===== src/rtl/conv_window_ctrl.sv =====
// Sliding-window controller: accepts a raster-scanned frame, drives the line-buffer shift enable
// and flags complete kernelSize x kernelSize windows. Define CONV_STRIDE2_EN for stride-2 output.
module conv_window_ctrl #(
    parameter int dataWidth  = 16,
    parameter int imgWidth   = 28,
    parameter int imgHeight  = 28,
    parameter int kernelSize = 3
) (
    input  logic                         clk,
    input  logic                         rst,
    input  logic                         start,
    input  logic                         in_valid,
    input  logic [dataWidth-1:0]         in_data,
    output logic                         in_ready,
    input  logic                         out_ready,
    output logic                         shift_ce,
    output logic [dataWidth-1:0]         shift_data,
    output logic                         win_valid,
    output logic [$clog2(imgWidth)-1:0]  col,
    output logic [$clog2(imgHeight)-1:0] row,
    output logic [15:0]                  win_cnt,
    output logic                         busy,
    output logic                         done
);

    localparam int CW = $clog2(imgWidth);
    localparam int RW = $clog2(imgHeight);
    localparam logic [CW-1:0] COL_LAST = CW'(imgWidth - 1);
    localparam logic [RW-1:0] ROW_LAST = RW'(imgHeight - 1);
    localparam logic [CW-1:0] COL_K    = CW'(kernelSize - 1);
    localparam logic [RW-1:0] ROW_K    = RW'(kernelSize - 1);

    typedef enum logic [1:0] {IDLE, RUN, DONE} state_t;

    state_t        state_q, state_d;
    logic [CW-1:0] col_q, col_d;
    logic [RW-1:0] row_q, row_d;
    logic [15:0]   win_cnt_q, win_cnt_d;
    logic          win_valid_q, win_valid_d;

    logic          accept;
    logic          win_hit;
    logic [CW-1:0] col_off;
    logic [RW-1:0] row_off;

    assign in_ready   = (state_q == RUN) && out_ready;
    assign accept     = in_valid && in_ready;
    assign shift_ce   = accept;
    assign shift_data = in_data;

    // Offsets into the valid region; only their LSB matters for the stride-2 phase test.
    assign col_off = col_q - COL_K;
    assign row_off = row_q - ROW_K;

`ifdef CONV_STRIDE2_EN
    assign win_hit = (row_q >= ROW_K) && (col_q >= COL_K) && !row_off[0] && !col_off[0];
`else
    assign win_hit = (row_q >= ROW_K) && (col_q >= COL_K);
`endif

    always_comb begin
        state_d     = state_q;
        col_d       = col_q;
        row_d       = row_q;
        win_cnt_d   = win_cnt_q;
        win_valid_d = 1'b0;
        case (state_q)
            IDLE: begin
                if (start) begin
                    state_d   = RUN;
                    col_d     = '0;
                    row_d     = '0;
                    win_cnt_d = '0;
                end
            end
            RUN: begin
                if (accept) begin
                    win_valid_d = win_hit;
                    if (win_hit) begin
                        win_cnt_d = win_cnt_q + 16'd1;
                    end
                    if (col_q == COL_LAST) begin
                        col_d = '0;
                        if (row_q == ROW_LAST) begin
                            row_d   = '0;
                            state_d = DONE;
                        end else begin
                            row_d = row_q + RW'(1);
                        end
                    end else begin
                        col_d = col_q + CW'(1);
                    end
                end
            end
            DONE:    state_d = IDLE;
            default: state_d = IDLE;
        endcase
    end

    always_ff @(posedge clk or negedge rst) begin
        if (!rst) begin
            state_q     <= IDLE;
            col_q       <= '0;
            row_q       <= '0;
            win_cnt_q   <= '0;
            win_valid_q <= 1'b0;
        end else begin
            state_q     <= state_d;
            col_q       <= col_d;
            row_q       <= row_d;
            win_cnt_q   <= win_cnt_d;
            win_valid_q <= win_valid_d;
        end
    end

    assign col       = col_q;
    assign row       = row_q;
    assign win_cnt   = win_cnt_q;
    assign win_valid = win_valid_q;
    assign busy      = (state_q != IDLE);
    assign done      = (state_q == DONE);

endmodule


===== config.mk =====
export PLATFORM = sky130hd
export DESIGN_NAME = conv_window_ctrl
export DESIGN_NICKNAME = d
export VERILOG_FILES = /design/src/rtl/conv_window_ctrl.sv
export SDC_FILE = /design/constraint.sdc
export NUM_CORES = 1
export LEC_CHECK = 0
export ABC_CLOCK_PERIOD_IN_PS = 1460
export CAP_MARGIN = 5
export CELL_PAD_IN_SITES_DETAIL_PLACEMENT = 0
export CELL_PAD_IN_SITES_GLOBAL_PLACEMENT = 1
export CORE_AREA = 2 2 67 100
export DETAILED_ROUTE_END_ITERATION = 6
export DIE_AREA = 0 0 69 102
export PLACE_DENSITY_LB_ADDON = 0.1
export REMOVE_ABC_BUFFERS = 1
export SETUP_SLACK_MARGIN = 0.1
export SLEW_MARGIN = 10
export SYNTH_ARGS = -nofsm -noshare
export SYNTH_HDL_FRONTEND = slang
export SYNTH_SLANG_ARGS = --single-unit
export TNS_END_PERCENT = 1

===== constraint.sdc =====
create_clock -name clk -period 1.46 [get_ports clk]
set_input_delay 0.292 -clock clk [delete_from_list [all_inputs] [get_ports clk]]
set_output_delay 0.292 -clock clk [all_outputs]
set_load 0.03 [all_outputs]

=== After elaboration in Yosys (flattened, before gate mapping) ===
Cells that the tools add are included.
W data, S select, Z words.

* Order comparisons: 2
* Reduce and logical (&&, ||, !) cells: 10
* Equality and inequality tests: 9
* $add $sub $neg: 3
* Multiplexer cells: 19

{| class="wikitable"
|+ Operators with widths
! cell !! number
|-
| $mux W16 || 3
|-
| $pmux W16 S2 || 1
|-
| $mux W5 || 6
|-
| $pmux W5 S2 || 2
|-
| $add A16 B1 Y16 const B || 1
|-
| $reduce_and A4 Y1 || 3
|-
| $add A5 B1 Y5 const B || 2
|-
| $eq A5 B5 Y1 const B || 2
|-
| $ge A5 B2 Y1 const B || 2
|-
| $mux W2 || 4
|-
| $ne A2 B2 Y1 const B || 3
|-
| $ne A2 B1 Y1 const B || 2
|-
| $pmux W2 S2 || 1
|-
| $reduce_bool A2 Y1 || 2
|-
| $logic_and A1 B1 Y1 || 3
|-
| $reduce_and A3 Y1 || 1
|-
| $eq A2 B1 Y1 const B || 1
|-
| $eq A2 B2 Y1 const B || 1
|-
| $logic_not A2 Y1 || 1
|-
| $mux W1 || 2
|}

* Logic and storage cells: 48
* Input port bits: 21
* Register bits after elaboration: 29
* Output and inout bits: 47

=== Depth between registers and ports, before layout ===
Gate-level depths: netlist of the first run.

* Word-level depth: 5
* Depth in mapped cells: 8
* Depth with buffers taken out: 7

=== Least setup slack after synthesis of the first run ===
OpenSTA, ideal clock, no wires.

* Kind: reg2reg
* From: register col_q[0], in the netlist col[0]
* To: register win_cnt_q[13], in the netlist win_cnt[13]
* Required time: 1.325 ns
* Stages on the path, launching flop included: 9
* Path buffers: 1
* Path slack: -0.322 ns
* Data arrival time: 1.647 ns
* Library setup time: 0.135 ns
* Period minus slack after synthesis: 1.782 ns
* Cell sequence: dfrtp_1 > inv_1 > ha_1 > nor3_1 > o2bb2ai_4 > nor2_2 > buf_6 > nand4_1 > mux2i_1

* Longest elaborated chain between the ends: 4

{| class="wikitable"
|+ Ends and longest elaborated chain
! what !! RTL line !! text
|-
| start: declaration || 36 || <nowiki>logic [CW-1:0] col_q, col_d;</nowiki>
|-
| start signal: assignment || 109 || <nowiki>col_q <= col_d;</nowiki>
|-
| $ge A5 B2 Y1 || 58 || <nowiki>assign win_hit = (row_q >= ROW_K) && (col_q >= COL_K);</nowiki>
|-
| $logic_and A1 B1 Y1 || 58 ||
|-
| $ne A2 B2 Y1 (no source line) || n/a ||
|-
| $reduce_and A4 Y1 (no source line) || n/a ||
|-
| end signal: assignment || 111 || <nowiki>win_cnt_q <= win_cnt_d;</nowiki>
|-
| end: declaration || 38 || <nowiki>logic [15:0] win_cnt_q, win_cnt_d;</nowiki>
|}

No other way between the ends.
A chain may end at the register's enable or synchronous reset.

=== Worst setup path in the final report of the first run ===
* From: register row_q[3], in the netlist row[3]
* To: register win_cnt_q[0], in the netlist win_cnt[0]

* Longest elaborated chain between the ends: 4

{| class="wikitable"
|+ Ends and longest elaborated chain
! what !! RTL line !! text
|-
| start: declaration || 37 || <nowiki>logic [RW-1:0] row_q, row_d;</nowiki>
|-
| start signal: assignment || 110 || <nowiki>row_q <= row_d;</nowiki>
|-
| $ge A5 B2 Y1 || 58 ||
|-
| $logic_and A1 B1 Y1 || 58 ||
|-
| $ne A2 B2 Y1 (no source line) || n/a ||
|-
| $reduce_and A4 Y1 (no source line) || n/a ||
|}

No other way between the ends.

==> results.yml, run 1 <==
drt:
  drtIter0Drc: 60
  wl_mm: 5.21
  drc: 0
  wl_met3_um: 324
  top_layer: "met4"
  wl_per_cell_um: 16.2
  firstDrtPassIters: 4
  m1WireLength_mm: 1.98
  vias: 1661
  viasPerCell: 5.17
  detail-route-antenna-nets: 0
  wl_met2_mm: 2.82
cts:
  clk_latency_ns: 0.27
  clockBufferDepth: 2
  hold_buffers: 0
  path_clk_slew_ns: 0.06
  cts_tree: "done"
  clock_sinks: 29
  cts_buffers: 5
  clock-root-buffer: "clkbuf_8"
  htree_levels: 2
setup_path:
  critical_path.max_stage_delay_ns: 0.56
  reg2reg_slack_ns: -0.25
  cp-start-kind: "register"
  end_kind: "register"
  cpMaxStageDelayCell: "or4_4"
  cp.arrival_ns: 1.87
  worstSetupPathType: "register to register"
  path_cells: "or4_4, o2bb2ai_4, nor2_2, buf_12, mux2_2"
  cp_max_fo: 19
  cp.required_ns: 1.62
power_and_ir_drop:
  p_per_area_nw_per_um2: 1470
  ir_worst_vdd_v: 0.000524
  leakage_nw: 1.16
timing:
  rsz0062_at_grt: "yes"
  drv_slew: 0
  max_slew.worst_pin.slew_ns: 0.303
  setup_viol: 21
  slew_headroom: 0.799
  fin_worst_skew_ns: 0.00504
  worst_slack_ns: -0.247
  hold_viol: 0
  fin_hold_ws_ns: 0.378
  max_freq_ghz: 0.586
  fin_crit_sh: 1.17
  period_minus_slack_ns: 1.71
  setup_tns_ns: -3.12
run_status:
  status: "complete, but fails checks"
  violations: "setup timing"
floorplan:
  die_h_um: 102
  start_util: 0.284
  dieArea_sq_um: 7040
  io_pins: 68
  core_sq_um: 6130
  row_count: 35
  die_w_um: 69
placement:
  numPortBuffers: 35
  postPlaceCellArea_sq_um: 2340
  dp.cells: 315
  dp_hpwl_mm: 3.80
  gp_congestion: 0.826
cells_and_area:
  area_delta_synth_final_pct: 41.0
  nets: 274
  drive_gt1_frac: 0.409
  fin_cells: 321
  final_area_sq_um: 2450
  final_common_cell: "buf_4"
  final_cell_mix: "51 x buf_4, 27 x dfrtp_1, 26 x o21ai_1, 10 x nand2_1, 9 x nand3_1"
  antennaDiodeCount: 0
synthesis:
  synth-main-ff-cell: "dfrtp_1"
  netlist.top_cell.by_area: "dfrtp_1"
  synth.avg_cell_area_sq_um: 9.36
  synth.distinct_cells: 41
  syn_inst: 186
  ys_ff_latch: 29
  synth_top_area_frac: 0.417
  ys_top_cells_by_area: "dfrtp_1 42%, o21ai_0 8.9%, buf_4 6.9%, ha_1 3.6%, nand3_1 3.2%"
  netlist_area_sq_um: 1740
  yosysWarningCount: 0
  synth-edff-count: 0
  ys_async_sr_fraction: 1.00
  yosysSeqAreaShare: 0.417
grt:
  grt_max_degree: 30
  globalRoute.totalOverflow: 0
  grt_pass1_wl_mm: 8.29
  grt_usage: 0.150
  grt_pass1_vias: 1763
  antenna_found_initial: 0
flow_run:
  drv_cap: 0
min_path:
  holdCritPathClass: "input port to async pin"
[worst max-delay path, delay by kind of cell (launching register included)]
kind / cells / cell delay [ns]
flip-flops: 1 / 0.39
multiplexers: 1 / 0.25
AO/OA/AOI/OAI: 1 / 0.16
AND/OR/NAND/NOR: 2 / 0.63
buffers and inverters: 1 / 0.15
[state kept, by name, summed over array words and instances (netlist names)]
signal and flops:
col 5, state_q 2, row 5, win_cnt 16
win_valid 1
[final timing paths]
| kind | startpoint | end | cells past startpoint |
|---|---|---|---|
| min | rst | state_q[0] | 2 |
| max in group asynchronous | rst | col[1] | 2 |
| min in group clk | start | state_q[0] | 3 |
| max reg2reg | row[3] | win_cnt[0] | 5 |
| min reg2reg | win_cnt[11] | win_cnt[11] | 1 |
| max | row[3] | win_cnt[0] | 5 |
[logic make-up after synthesis]
logic type               Yosys count  share of synthesized area
flip-flops                        29                      0.417
multiplexers                       2                     0.0122
AND/OR/NAND/NOR                   62                      0.201
buffers and inverters             30                      0.111
AO/OA/AOI/OAI                     58                      0.222
adder cells (fa/ha/maj)            5                     0.0359
[layer usage]
| layer | track usage | vias to the layer above |
|---|---|---|
| li1 | - | 786 |
| met1 | 0.144 | 812 |
| met2 | 0.289 | 56 |
| met3 | 0.0602 | 7 |
| met4 | 0.0513 | 0 |
| met5 | 0 | - |
[cell type report]
type / instances / area [sq um]
repair buffers: 77 / 644
multi-input cells: 127 / 885
inverters: 8 / 30.0
clock buffers: 5 / 68.8
well taps: 74 / 92.6
fillers: 629 / 3680
flip-flops and latches: 29 / 728
clock inverters: 1 / 5.00
[repair_timing]
item,4_1_cts,5_1_grt
buffers inserted,0,0
pin swaps,9,1
resized for setup,65,32
endpoints found under the setup margin,49,42
[through the flow]
step	utilization	total power [mW]	worst slack, ns
after floorplan	-	2.09	-0.339
after global placement	0.381	2.97	-0.318
after detailed placement	0.381	3.00	-0.433
after CTS	0.397	3.64	-0.248
after global routing	0.400	3.86	-0.283
final	0.400	3.61	-0.247
[power breakdown]
group          switching (mW)  total, mW  internal, mW
registers               0.136       1.10         0.964
clock network           0.288      0.601         0.313
logic                    1.06       1.91         0.851
total                    1.49       3.61          2.13
[synthesized netlist by cell type, types with 2 or more instances]
| library cell | number |
|---|---|
| nor2b_1 | 3 |
| dfrtp_1 | 29 |
| and2_1 | 2 |
| inv_1 | 8 |
| nor2_1 | 7 |
| nand2_1 | 11 |
| nand3_1 | 11 |
| o41ai_1 | 2 |
| buf_4 | 16 |
| o31ai_1 | 4 |
| ha_1 | 5 |
| a31oi_1 | 4 |
| o21ai_0 | 31 |
| nand4b_1 | 5 |
| a21oi_1 | 8 |
| and3_1 | 5 |
| nor3_1 | 5 |
| nand2b_1 | 2 |
| nand4_1 | 6 |
(Power assumes the default switching activity.)
==> run 2: changes to the inputs <==
--- a/config.mk
+++ b/config.mk
@@ -15,6 +15,7 @@
 export PLACE_DENSITY_LB_ADDON = 0.1
 export REMOVE_ABC_BUFFERS = 1
 export SETUP_SLACK_MARGIN = 0.1
+export SKIP_LAST_GASP = 1
 export SLEW_MARGIN = 10
 export SYNTH_ARGS = -nofsm -noshare
 export SYNTH_HDL_FRONTEND = slang
==> results.yml, run 2 (synthesis results as in run 1) <==
floorplan:
  die_w_um: 69
  core_sq_um: 6130
  start_util: 0.284
  io_pins: 68
  row_count: 35
  dieArea_sq_um: 7040
  die_h_um: 102
drt:
  detail-route-antenna-nets: 0
  drc: 0
  firstDrtPassIters: 4
  viasPerCell: 5.14
  wl_per_cell_um: 16.1
  vias: 1649
  wl_mm: 5.16
  drtIter0Drc: 62
grt:
  globalRoute.totalOverflow: 0
  grt_max_degree: 30
  grt_pass1_vias: 1739
  grt_pass1_wl_mm: 8.23
  antenna_found_initial: 0
  grt_usage: 0.149
cells_and_area:
  fin_cells: 321
  area_delta_synth_final_pct: 39.1
  multi_input_area_sq_um: 832
  fillers: 635
  antennaDiodeCount: 0
  largest_reg_flops: 16
  nets: 274
  final_common_cell: "buf_4"
  final_cell_mix: "53 x buf_4, 30 x o21ai_0, 29 x dfrtp_1, 17 x clkdlybuf4s50_1"
  drive_gt1_frac: 0.312
  regArea_sq_um: 726
timing:
  drv_slew: 0
  fin_crit_sh: 1.17
  rsz0062_at_grt: "yes"
  hold_viol: 0
  period_minus_slack_ns: 1.71
  max_freq_ghz: 0.586
  worst_slack_ns: -0.247
  max_slew.worst_pin.slew_ns: 0.316
  setup_tns_ns: -5.92
  fin_hold_ws_ns: 0.380
  fin_worst_skew_ns: 0.00476
  setup_viol: 39
  slew_headroom: 0.789
setup_path:
  reg2reg_slack_ns: -0.25
  cp-start-kind: "register"
  end_kind: "register"
  worstSetupPathType: "register to register"
  cp.arrival_ns: 1.87
  cp_max_fo: 19
  cp.required_ns: 1.62
  r2r_cells: 5
placement:
  dp_hpwl_mm: 3.80
  numPortBuffers: 35
  dp.cells: 315
  gp_congestion: 0.826
cts:
  clk_latency_ns: 0.27
  hold_buffers: 0
  clock_sinks: 29
  path_clk_slew_ns: 0.06
  cts_setup_buffers: 0
  cts_buffers: 5
  cts_tree: "done"
  htree_levels: 2
  clock-root-buffer: "clkbuf_8"
  clockBufferDepth: 2
power_and_ir_drop:
  ir_worst_vdd_v: 0.000538
  finalPower_mw: 3.57
  leakage_nw: 1.11
  p_per_area_nw_per_um2: 1480
min_path:
  holdCritPathClass: "input port to async pin"
flow_run:
  drv_cap: 0
run_status:
  violations: "setup timing"
  status: "complete, but fails checks"
## run 2: cell types whose count changed in the layout (fill, tap and decap cells not counted), sizes merged
| cell | change |
|---|---|
| buf | -2 |
| clkbuf | -6 |
| clkdlybuf4s15 | -5 |
| dlygate4sd2 | -1 |
| clkdlybuf4s50 | +14 |
## run 2: timing repair
action                     in CTS  in global routing
pin swaps                       2                  0
setup endpoints to repair      49                 49
resized for setup               6                  3
## run 2: worst max-delay path, stage by stage (launching register included)
cell	delay [ns]
dfrtp_1	0.39
or4_4	0.56
o2bb2ai_4	0.16
nor2_2	0.07
buf_12	0.15
mux2_2	0.25
## run 2: report_power, final
part	leakage, nW	internal [mW]	switching (mW)
logic	0.690	0.842	1.03
clock network	0.0399	0.313	0.290
registers	0.385	0.963	0.132
total	1.11	2.12	1.45
## run 2: metal layers
metal,part of all wire,vias to the layer above,global-route usage
met4,0.016,0,0.0498
met2,0.54,54,0.288
met3,0.065,7,0.0592
li1,-,790,-
met1,0.38,798,0.143
met5,0,-,0
## run 2: path summary, 6_finish.rpt
path / from / endpoint
max: row[3] / win_cnt[0]
min: rst / state_q[1]
max reg2reg: row[3] / win_cnt[0]
min reg2reg: win_cnt[11] / win_cnt[11]
max in group asynchronous: rst / col[1]
min in group clk: win_cnt[11] / win_cnt[11]
## run 2: area by class of cell
class | count | share of cell area
Clock buffer | 5 | 0.0284
Timing Repair Buffer | 77 | 0.275
Tap cell | 74 | 0.0382
Inverter | 8 | 0.0124
Clock inverter | 1 | 0.00207
Multi-Input combinational cell | 127 | 0.344
Sequential cell | 29 | 0.300
## run 2: metrics by stage
| step | setup slack [ns] | area, sq um | utilization |
|---|---|---|---|
| 4_1_cts | -0.252 | 2420 | 0.394 |
| 2_1_floorplan | -0.339 | 1580 | - |
| 3_3_place_gp | -0.318 | 2340 | 0.381 |
| 5_1_grt | -0.286 | 2420 | 0.395 |
| 6_report | -0.247 | 2420 | 0.395 |
| 3_5_place_dp | -0.433 | 2340 | 0.381 |
==> RTL change 1, RTL diff (settings of run 1) <==
The option `CONV_STRIDE2_EN` is turned on by a define.
--- a/src/rtl/conv_window_ctrl.sv
+++ b/src/rtl/conv_window_ctrl.sv
@@ -1,5 +1,7 @@
 // Sliding-window controller: accepts a raster-scanned frame, drives the line-buffer shift enable
 // and flags complete kernelSize x kernelSize windows. Define CONV_STRIDE2_EN for stride-2 output.
+`define CONV_STRIDE2_EN
+
 module conv_window_ctrl #(
     parameter int dataWidth  = 16,
     parameter int imgWidth   = 28,
Check against the original RTL: no difference found for any inputs over 10 cycles, from zero or initial values and one cycle with rst low; that may be too few to reach the edited logic, so the function may still have changed.
==> RTL change 1 against run 1 <==
The flow still finishes with violations (setup timing); power down 14%; area after synthesis about the same; sequential cell count unchanged; hold slack worse by 0.0015 ns; final area up 2.8%; first-iteration DRC count up 5.0%; via count up 0.54%; wire length down 0.98%; combinational power down 23%; setup slack worse by 0.27 ns; largest cell class unchanged.
==> RTL change 1: results (changes against run 1) <==
Run status
  – Status: finished with violations
  – Failing checks: setup timing

Global route
  – GR Util met2: 0.294 (+0.00444)
  – GR Layer Usage met1: 0.157 (+0.0136)
  – Vias in the first global route: 1745 (-1.0%)
  – GR Util met3: 0.0523 (-0.00789)
  – Gr usage total: 0.154 (+0.00399)
  – First-pass GRT wire length: 8.53 mm (+2.8%)

Power and ir drop
  – Total power: 3.11 mW (-14%)
  – Seq. pwr: 996 µW (-9%)

Final layout
  – Final #Nets: 288 (+5.1%)
  – Share of layout cells above drive strength 1: 0.403 (-0.00587)
  – # fillers: 630 (+0.16%)

Timing
  – Final number of setup-violating endpoints: 29 (+38%)
  – TNS Setup: -9.09 ns (-5.98 ns)
  – Worst Skew: 0.00539 ns (+0.000350 ns)
  – Final worst slack: -0.516 ns (-0.268 ns)

Routing
  – Routed wire length: 5.16 mm (-0.98%)
  – Met2 WL post-DR: 2.81 mm (-0.64%)
  – Routed vias/inst: 4.96 (-4.2%)
  – Starting DRT DRC Count: 63 (+5.0%)
  – Via count: 1670 (+0.54%)

Place
  – Pre-CTS WS: -0.752 ns (-0.320 ns)
  – DP Wirelength: 3.82 mm (+0.47%)
  – Post-Place Cell Area: 2370 µm² (+1.6%)
  – GP Congestion: 0.775 (-6.2%)

Worst setup path
  – Crit Path Max Fanout: 6 (-13)

Synth
  – Syn avg cell area: 9.17 µm² (-2.0%)
  – Top post-synthesis cells by area: dfrtp_1 42%, buf_4 6.9%, o21ai_0 4.6%
RTL change 1: changes by cell type after synthesis, moves of 4 or more:
cell / run 1 / this run
or3_1: 0 / 4
nand2_1: 11 / 15
nand3_1: 11 / 4
xor2_1: 0 / 8
and3_1: 5 / 1
o21ai_0: 31 / 16
nand4_1: 6 / 11
nor2_1: 7 / 21
RTL change 1: path summary, 6_finish.rpt:
| path | to | slack [ns] | from |
|---|---|---|---|
| min in group clk | state_q[0] | 0.51 | start |
| worst min register to register | win_cnt[15] | 0.55 | win_cnt[15] |
| worst max register to register | win_cnt[7] | -0.52 | row[1] |
| max in group asynchronous | win_cnt[0] | 0.91 | rst |
| worst max-delay path | win_cnt[7] | -0.52 | row[1] |
| worst min-delay path | win_cnt[15] | 0.38 | rst |
RTL change 1: cell type report:
class | count | area [µm²] | area share
repair buffers | 86 | 689 | 0.273
well taps | 74 | 92.6 | 0.0367
flip-flops and latches | 29 | 726 | 0.288
multi-input cells | 131 | 901 | 0.357
clock buffers | 8 | 80.1 | 0.0317
inverters | 9 | 33.8 | 0.0134
RTL change 1: cell families after synthesis:
| family | share of synthesized area |
|---|---|
| AND/OR/NAND/NOR | 0.252 |
| AO/OA/AOI/OAI | 0.137 |
| buffers and inverters | 0.108 |
| flip-flops | 0.417 |
| XOR/XNOR | 0.0453 |
| adder cells (fa/ha/maj) | 0.0359 |
| multiplexers | 0.00575 |
RTL change 1: timing repair:
action / 4_1_cts / 5_1_grt
gates resized for setup: 94 / 15
hold buffers: 0 / 0
pin swaps: 14 / 5
setup buffers: 2 / 1
setup endpoints to repair: 51 / 37
RTL change 1: critical path: stages (launching register included):
cell,delay (ns)
dfrtp_1,0.40
ha_2,0.17
or4_4,0.41
or3b_4,0.45
nand4_4,0.12
buf_6,0.12
xor2_2,0.13
nor2_1,0.05
==> RTL change 2, RTL diff (settings of run 1) <==
Without the edit above. The 3 states of `state_t` get a one-hot encoding in 3 bits.
--- a/src/rtl/conv_window_ctrl.sv
+++ b/src/rtl/conv_window_ctrl.sv
@@ -30,7 +30,7 @@
     localparam logic [CW-1:0] COL_K    = CW'(kernelSize - 1);
     localparam logic [RW-1:0] ROW_K    = RW'(kernelSize - 1);
 
-    typedef enum logic [1:0] {IDLE, RUN, DONE} state_t;
+    typedef enum logic [2:0] {IDLE = 3'b001, RUN = 3'b010, DONE = 3'b100} state_t;
 
     state_t        state_q, state_d;
     logic [CW-1:0] col_q, col_d;
Check against the original RTL: same outputs for any inputs over 10 cycles, from zero or initial values and one cycle with rst low; not proved beyond that.
==> RTL change 2 against run 1 <==
The run still ends with setup timing left; combinational power fell by 12%; die area unchanged; setup slack got worse by 0.088 ns; hold slack got worse by 0.028 ns; power decreased by 3.7%; utilization up 7.3 points; area after synthesis rose by 7.6%; critical path depth stayed put; wire length increased by 14%; count of clock-buffer cells in the layout rose by 2; sequential cell count increased by 1; final area grew 18%; via count rose by 14%; critical endpoint is now shift_ce.
==> RTL change 2: results (changes against run 1) <==
Worst setup path
  – Crit Path Max Fanout: 6 (-13)
  – R2R setup slack: -0.31 ns (-0.06 ns)
  – Worst r2r dst: row[3]
  – CP Capture Type: output port
  – Worst R2R Start: col[2]
  – CP Capture Point: shift_ce
  – Critical path arrival: 1.50 ns (-0.37 ns)

Final layout
  – Register Area: 752 µm² (+3.3%)
  – # fillers: 607 (-3.5%)
  – Share of layout cells above drive strength 1: 0.468 (+0.0587)
  – Multi-In Gates: 137 (+7.9%)
  – Final #Nets: 303 (+11%)
  – Non-Filler Instances: 352 (+9.7%)
  – Non-clock buffer share: 0.292 (+0.0296)
  – Area of the multi-input gates: 1090 µm² (+23%)

Routing
  – Met3 routed wirelength: 381 µm (+18%)
  – DR WL/cell: 16.8 µm (+3.8%)
  – Starting DRT DRC Count: 55 (-8.3%)
  – Routed vias/inst: 5.40 (+4.4%)
  – Met2 WL post-DR: 3.30 mm (+17%)
  – Metal-1 WL: 2.17 mm (+9.4%)

Timing
  – WHS: 0.350 ns (-0.0285 ns)
  – Slew @ Worst Pin: 0.404 ns (+0.101 ns)
  – Worst Skew: 0.00621 ns (+0.00117 ns)
  – Final worst slack: -0.336 ns (-0.0884 ns)
  – TNS Setup: -6.46 ns (-3.35 ns)
  – Final number of setup-violating endpoints: 32 (+52%)

Synth
  – Yosys cell types: 48 (+17%)
  – Register area share after synthesis: 0.401 (-0.0155)
  – Mapped Cells: 199 (+7.0%)
  – Top post-synthesis cells by area: dfrtp_1 39%, buf_4 7.6%, a31oi_1 6.3%
  – Syn avg cell area: 9.41 µm² (+0.59%)
  – Post-synthesis adder-cell area fraction: 0.0334 (-0.00255)
  – Count leader, synth: dfrtp_1
  – Synth Area in XOR/XNOR: 0.00935 (+0.00935)
  – Cell types with the highest counts after synthesis: 29 x dfrtp_1, 19 x a31oi_1, 19 x buf_4
  – Post-synthesis mux area share: 0.0107 (-0.00153)
  – Post-synthesis compound-gate area fraction: 0.220 (-0.00237)

Power and ir drop
  – Max VDD drop: 756 µV (+44%)
  – PwrDens: 1200 nW/µm² (-19%)

Clocking
  – Post-CTS setup buffer count: 4 (+4)
  – CTS sink cnt: 30 (+3.4%)
  – Post-CTS Resized: 72 (+11%)

Run status
  – Failing checks: setup timing
  – Status: finished with violations

Place
  – GP Congestion: 0.738 (-11%)
  – Placed Cells: 336 (+6.7%)
  – Post-Place Cell Area: 2530 µm² (+8.3%)

Global route
  – Gr usage total: 0.172 (+0.0222)
  – Pin count of the biggest net entering global routing: 19 (-37%)
  – GR Util met3: 0.0572 (-0.00296)
  – GR Util met2: 0.328 (+0.0392)
  – Vias in the first global route: 2007 (+14%)
  – GR Layer Usage met1: 0.177 (+0.0329)
  – First-pass GRT wire length: 9.67 mm (+17%)
[RTL change 2: cell count changes in the layout (fill, tap and decap cells not counted), sizes merged, moves of 4 or more]
cell / delta
buf: +23
a41oi: +4
nand2: +5
nand3: -5
a21o: +5
a31oi: +15
o21ai: -20
[RTL change 2: power breakdown]
part | switching (mW) | total, mW | internal (mW) | leakage [nW]
Sequential | 0.124 | 1.07 | 0.950 | 0.383
Clock | 0.335 | 0.716 | 0.380 | 0.0482
Combinational | 0.935 | 1.69 | 0.755 | 0.933
[RTL change 2: critical path, cell delays in order (launching register included)]
cell and delay, ns:
dfstp_2 0.37, buf_6 0.13, or3b_4 0.38, nor2_1 0.10, buf_4 0.13, buf_6 0.12
[RTL change 2: cell families (layout without fill, tap and decap cells)]
logic type | Yosys count | after routing
xor+xnor | 2 | 2
buf+inv | 32 | 111
fa+ha+maj | 5 | 5
compound gates | 60 | 60
flops | 30 | 30
mux | 2 | 2
simple gates | 68 | 68
